**src/rtl/spi_sclk_engine.sv**
```systemverilog
// SPI serial-clock engine: programmable-divider SCLK generator with a CPOL/CPHA
// strobe decode and a self-terminating burst of len SCLK cycles plus a CS hold tail.
module spi_sclk_engine #(
    parameter int unsigned DIV_W = 16,
    parameter int unsigned LEN_W = 8
) (
    input  logic             clk_in,
    input  logic             rst_n,
    input  logic             go,
    input  logic             abort,
    input  logic             cpol,
    input  logic             cpha,
    input  logic [DIV_W-1:0] divider,
    input  logic [LEN_W-1:0] len,
    output logic             sclk,
    output logic             pos_edge,
    output logic             neg_edge,
    output logic             sample,
    output logic             launch,
    output logic             busy,
    output logic             done
);

    typedef enum logic [1:0] {IDLE, RUN, TAIL} state_t;

    localparam logic [LEN_W:0] TOG_ONE = {{LEN_W{1'b0}}, 1'b1};

    state_t           state_q, state_d;
    logic             sclk_q, sclk_d;
    logic             done_q, done_d;
    logic             cpol_l, cpol_ld;
    logic             cpha_l, cpha_ld;
    logic [DIV_W-1:0] cnt_q, cnt_d;
    logic [DIV_W-1:0] div_l, div_ld;
    logic [LEN_W:0]   tog_q, tog_d;
    logic             tick, leading, trailing;

    always_ff @(posedge clk_in or negedge rst_n) begin
        if (!rst_n) begin
            state_q <= IDLE;
            sclk_q  <= 1'b0;
            done_q  <= 1'b0;
            cpol_l  <= 1'b0;
            cpha_l  <= 1'b0;
            cnt_q   <= '0;
            div_l   <= '0;
            tog_q   <= '0;
        end else begin
            state_q <= state_d;
            sclk_q  <= sclk_d;
            done_q  <= done_d;
            cpol_l  <= cpol_ld;
            cpha_l  <= cpha_ld;
            cnt_q   <= cnt_d;
            div_l   <= div_ld;
            tog_q   <= tog_d;
        end
    end

    // len=0 loads 2*2^LEN_W, which wraps to 0; the modulo countdown still
    // reaches 1 after exactly 2^(LEN_W+1)-1 ticks, giving the full burst.
    always_comb begin
        state_d = state_q;
        sclk_d  = sclk_q;
        done_d  = 1'b0;
        cpol_ld = cpol_l;
        cpha_ld = cpha_l;
        cnt_d   = cnt_q;
        div_ld  = div_l;
        tog_d   = tog_q;
        if (abort) begin
            state_d = IDLE;
            sclk_d  = cpol;
            cnt_d   = '0;
            tog_d   = '0;
        end else begin
            case (state_q)
                IDLE: begin
                    sclk_d = cpol;
                    if (go) begin
                        cpol_ld = cpol;
                        cpha_ld = cpha;
                        div_ld  = divider;
                        cnt_d   = divider;
                        tog_d   = {len, 1'b0};
                        state_d = RUN;
                    end
                end
                RUN: begin
                    if (cnt_q == '0) begin
                        sclk_d = ~sclk_q;
                        tog_d  = tog_q - 1'b1;
                        cnt_d  = div_l;
                        if (tog_q == TOG_ONE) state_d = TAIL;
                    end else begin
                        cnt_d = cnt_q - 1'b1;
                    end
                end
                TAIL: begin
                    if (cnt_q == '0) begin
                        state_d = IDLE;
                        done_d  = 1'b1;
                    end else begin
                        cnt_d = cnt_q - 1'b1;
                    end
                end
                default: state_d = IDLE;
            endcase
        end
    end

    always_comb begin
        tick     = (state_q == RUN) && (cnt_q == '0) && !abort;
        leading  = tick && (sclk_q == cpol_l);
        trailing = tick && (sclk_q != cpol_l);
        pos_edge = tick && !sclk_q;
        neg_edge = tick && sclk_q;
        sample   = cpha_l ? trailing : leading;
        launch   = cpha_l ? leading : (trailing && (tog_q != TOG_ONE));
    end

    assign sclk = sclk_q;
    assign busy = (state_q != IDLE);
    assign done = done_q;

endmodule

```
**config.mk**
```make
export PLATFORM = sky130hd
export DESIGN_NAME = spi_sclk_engine
export DESIGN_NICKNAME = d
export VERILOG_FILES = /design/src/rtl/spi_sclk_engine.sv
export SDC_FILE = /design/constraint.sdc
export NUM_CORES = 1
export LEC_CHECK = 0
export ABC_AREA = 0
export CAP_MARGIN = 10
export CORE_AREA = 2 2 74 76
export CTS_CLUSTER_DIAMETER = 40
export DETAILED_ROUTE_END_ITERATION = 7
export DIE_AREA = 0 0 76 78
export PLACE_DENSITY_LB_ADDON = 0.08
export SYNTH_ARGS = -nofsm -noshare
export SYNTH_HDL_FRONTEND = slang
export SYNTH_SLANG_ARGS = --single-unit
```
**constraint.sdc**
```tcl
create_clock -name clk_in -period 3.1 [get_ports clk_in]
set_input_delay 0.31 -clock clk_in [delete_from_list [all_inputs] [get_ports clk_in]]
set_output_delay 0.31 -clock clk_in [all_outputs]
set_load 0.01 [all_outputs]
```
# Word level (Yosys, flattened, before mapping)
# Index checks and enable logic that the tools add are counted.
dict set report totals {
  reg_bits 47
  latch_bits 0
  ram_bits 0
  mem_bits_ro 0
  in_bits 30
  output_inout_bits 7
  elab_cells 65
  n_memories 0
}
dict set report classes {
  n_addsub 2
  n_mul 0
  div 0
  magnitude_cmp 0
  n_eq_ne 11
  shift 0
  n_mux 23
  bitwise_logic 2
  reduce_logical 19
}
# operator n
set op_table {}
lappend op_table {{two-way mux 16 bit} 4}
lappend op_table {{case mux 16 bit (3 select lines)} 1}
lappend op_table {{two-way mux 9 bit} 3}
lappend op_table {{case mux 9 bit (2 select lines)} 1}
lappend op_table {{logical NOT 16 bit} 1}
lappend op_table {{subtractor 16 x 1 -> 16 bit, second input constant} 1}
lappend op_table {{!= test 3 bit, second input constant} 5}
lappend op_table {{two-way mux 2 bit} 5}
lappend op_table {{equality test 9 x 1 -> 1 bit, second input constant} 1}
lappend op_table {{!= test 9 x 1 -> 1 bit, second input constant} 1}
lappend op_table {{AND reduction 3 bit} 3}
lappend op_table {{subtractor 9 x 1 -> 9 bit, second input constant} 1}
lappend op_table {{logical AND 1 bit} 7}
lappend op_table {{two-way mux 1 bit} 7}
lappend op_table {{case mux 2 bit (3 select lines)} 1}
lappend op_table {{AND reduction 4 bit} 1}
lappend op_table {{nonzero test 4 bit} 1}
lappend op_table {{nonzero test 3 bit} 1}
lappend op_table {{equality test 2 x 1 -> 1 bit, second input constant} 1}
lappend op_table {{equality test 2 bit, second input constant} 1}
lappend op_table {{logical NOT 1 bit} 2}
lappend op_table {{logical NOT 2 bit} 1}
lappend op_table {{inverter 1 bit} 2}
lappend op_table {{case mux 1 bit (2 select lines)} 1}
lappend op_table {{4 further kinds} 4}

# Logic depth before layout (Yosys ltp)
dict set report logic_depth {
  depth_word 6
  ltp_mapped 9
}

# Worst setup path after synthesis
# Ideal clock, no wire load.
dict set report synth_path {
  kind {reg-to-output}
  from {register cnt_q[4]}
  to {output port neg_edge}
  t_arrival_ns 1.795
  required_ns 2.790
  setup_slack_ns 0.995
  stages_incl_launch_ff 6
  n_path_buf 1
  path_cell_list {dfrtp_1 -> nor4_4 -> and4_1 -> buf_6 -> nand3_1 -> nor3b_1}
}
dict set report synth_via {
  elab_chain_cells 4
}
# element line
set synth_lines {}
lappend synth_lines {{start: declaration} 33} ;# logic [DIV_W-1:0] cnt_q, cnt_d;
lappend synth_lines {{start signal: assignment} 54} ;# cnt_q <= cnt_d;
lappend synth_lines {{logical NOT 16 bit} 113} ;# tick = (state_q == RUN) && (cnt_q == '0) && !abort;
lappend synth_lines {{logical AND 1 bit (2 in series)} 113}
lappend synth_lines {{logical AND 1 bit} 117} ;# neg_edge = tick && sclk_q;
lappend synth_lines {{end: declaration} 17} ;# output logic neg_edge,
# No other way between the ends.

# Worst setup path after layout
dict set report layout_path {
  from {register cnt_q[8]}
  to {output port neg_edge}
}
# The elaborated chain is that of the path after synthesis.

==> results.cfg <==
[timing]
setup_tns_ns = 0
drv_slew = 0
holdWs_ns = 0.183
tightest_slew_ns = 1.06
finalSetupViolations = 0
rsz0062_at_grt = false
max_freq_mhz = 359
fin_crit_sh_pct = 90.0
fin_worst_skew_ns = 0.0116
period_needed_ns = 2.79
slew_headroom_pct = 29.2
finalHoldViolations = 0

[flow_run]
cap_violations = 0

[global_route]
grt_util_all_layers_pct = 25.7
antenna_found_initial = 0
grt.overflow.total = 0
grt_start_max_net_pins = 48
grt_pass1_vias = 2467
grt_pass1_wl_um = 12200

[synthesis]
synth_most_common_cell = dfrtp_1
synth_edf_count = 0
avgSynthCellArea_um2 = 9.52
ys.flop_type = dfrtp_1
ys.warnings.count = 0
ys_ff_latch = 47
ys_seq_area_share_pct = 39.4
netlist.area_leader.share_pct = 39.4
synth_nets = 351
synth_cell_types = 55
yosys-top-cells-area = dfrtp_1 39%, mux2_2 6.8%, nor2_1 4.9%
async_flop_share_pct = 100
netlist_area_mm2 = 0.00299
synth_top_area_cell = dfrtp_1
syn_inst = 314
synthTopCellsByCount = 47 x dfrtp_1, 39 x nor2_1, 23 x nand2_1, 18 x mux2_2, 15 x a21oi_1

[clocking]
clockBufferDepth = 2
cts.htree.levels = 2
clkSlewWorstSetupHoldPaths_ns = 0.10
cts_tree = built
clock-sinks = 47
ctsResizeCount = 0
cts_buffers = 5
root_buffer = clkbuf_8
cts_hold_buffers = 0
clk_latency_ns = 0.31
cts_setup_buffers = 0

[finish]
nNetsFinal = 385
final_cells = 419
layout-drive-gt1-share_pct = 13.2
n_antenna_cell = 0
area_growth_pct = 18.6
fin_util_pct = 70.3

[die]
fp.coreArea_mm2 = 0.00504
num_rows = 26
die_h_um = 78
initial_core_util_pct = 59.3
ioPinCount = 37
die-area_mm2 = 0.00593
die_x_um = 76

[placed_design]
globalplace.congestion = 0.796
place.port_buffers = 36
dp.cells = 411
dp_hpwl_um = 4890

[critical_path]
reg2reg_to = cnt_q[15]
rr_worst_depth = 8
crit_path_end_kind = primary output
r2r-start = state_q[0]
rrSetupSlack_ns = 0.63
worstPathCellList = nor4_4, and4_1, nand3_1, nor3b_1, clkdlybuf4s50_1
crit_family = simple AND/OR/NAND/NOR gates
cpPeakStageDelay_ns = 0.56
critPathMaxFanout = 5
critPathSlowestCell = clkdlybuf4s50_1
path_depth = 5
required_ns = 2.79
startpoint_type = flop
crit_arrival_ns = 2.48
path_class = flop to primary output
crit_buf_inv = 1

[pwr]
ir_drop_mv = 0.433
p_sw_mw = 1.00
p_leak_nw = 1.41
powerDensity_mw_per_mm2 = 733
intPower_mw = 1.60
power.total_mw = 2.60
netSwitchingFraction_pct = 38.6
combPwrFrac_pct = 41.8
seqPwrFrac_pct = 37.2
clockPowerShare_pct = 21.0

[routing]
first_iter_violations = 192
ant_nets = 0
vias = 2566
top_layer = met4
drtPass1Iterations = 5
vias_per_cell = 6.12
drc = 0
route.met3.wl_um = 405
met2WireLength_um = 3300
drt-total-wl_um = 7110
drt-met1-wl_um = 3330
wl_per_cell_um = 17.0

[hold_path]
hold_class = input pin to async pin

[outcome]
status = completed
## per-stage QoR
step                instance area [um^2]  setup WS (ns)
finish                              3540          0.311
global route                        3540          0.147
CTS                                 3540          0.308
detailed placement                  3410          0.670
global placement                    3410          0.689
floorplan                           2990          0.995
## layer usage
layer  global-route usage, %  vias to the layer above
met4                    7.27                        0
met1                    36.1                     1238
li1                        -                     1238
met3                    4.77                        7
met5                       0                        -
met2                    41.2                       83
## layout by cell type (no fill, tap or decap), types with 8 or more instances in the layout
| cell | synthesis | final |
|---|---|---|
| nor2_1 | 39 | 39 |
| inv_1 | 10 | 10 |
| mux2_2 | 18 | 18 |
| nand2_1 | 23 | 23 |
| buf_4 | 1 | 10 |
| clkdlybuf4s50_1 | 0 | 35 |
| nand3_1 | 10 | 10 |
| o21ai_0 | 8 | 8 |
| dfrtp_1 | 47 | 47 |
| xnor2_1 | 13 | 13 |
| a21oi_1 | 15 | 15 |
| nor3_1 | 8 | 8 |
## sequential cells by signal (all words and copies together), names as in the netlist
signal,count
sclk,1
tog_q,9
state_q,2
cpha_l,1
cpol_l,1
done,1
div_l,16
cnt_q,16
## worst max-delay path by stage
stage / startpoint / to
6_report: cnt_q[8] / neg_edge
5_1_grt: cnt_q[8] / neg_edge
4_1_cts: cnt_q[8] / neg_edge
3_5_place_dp: cnt_q[8] / sample
3_3_place_gp: cnt_q[8] / neg_edge
2_1_floorplan: cnt_q[4] / neg_edge
## kinds of logic (layout without fill, tap and decap cells)
family	after synthesis	in the layout	share of synthesized area, %
xor+xnor	14	14	4.10
buf+inv	29	64	4.40
compound gates	80	80	19.8
simple gates	117	117	22.0
mux	20	20	7.45
flops	47	47	39.4
fa+ha+maj	7	7	2.93
## final cells by class
cell class | count | area [um^2]
clock buffers | 6 | 72.6
clock inverters | 2 | 60.1
inverters | 10 | 37.5
flip-flops and latches | 47 | 1180
well taps | 70 | 87.6
multi-input cells | 238 | 1680
repair buffers | 46 | 430
fillers | 410 | 1500
## power groups by stage
stage	Combinational [mW]	Sequential, mW	Clock, mW
floorplan	0.821	0.923	0
global placement	1.05	0.965	0
detailed placement	1.07	0.972	0
CTS	1.08	0.963	0.550
global route	1.21	0.992	0.570
finish	1.09	0.966	0.546
No activity file was read; power rests on OpenSTA's default activity.
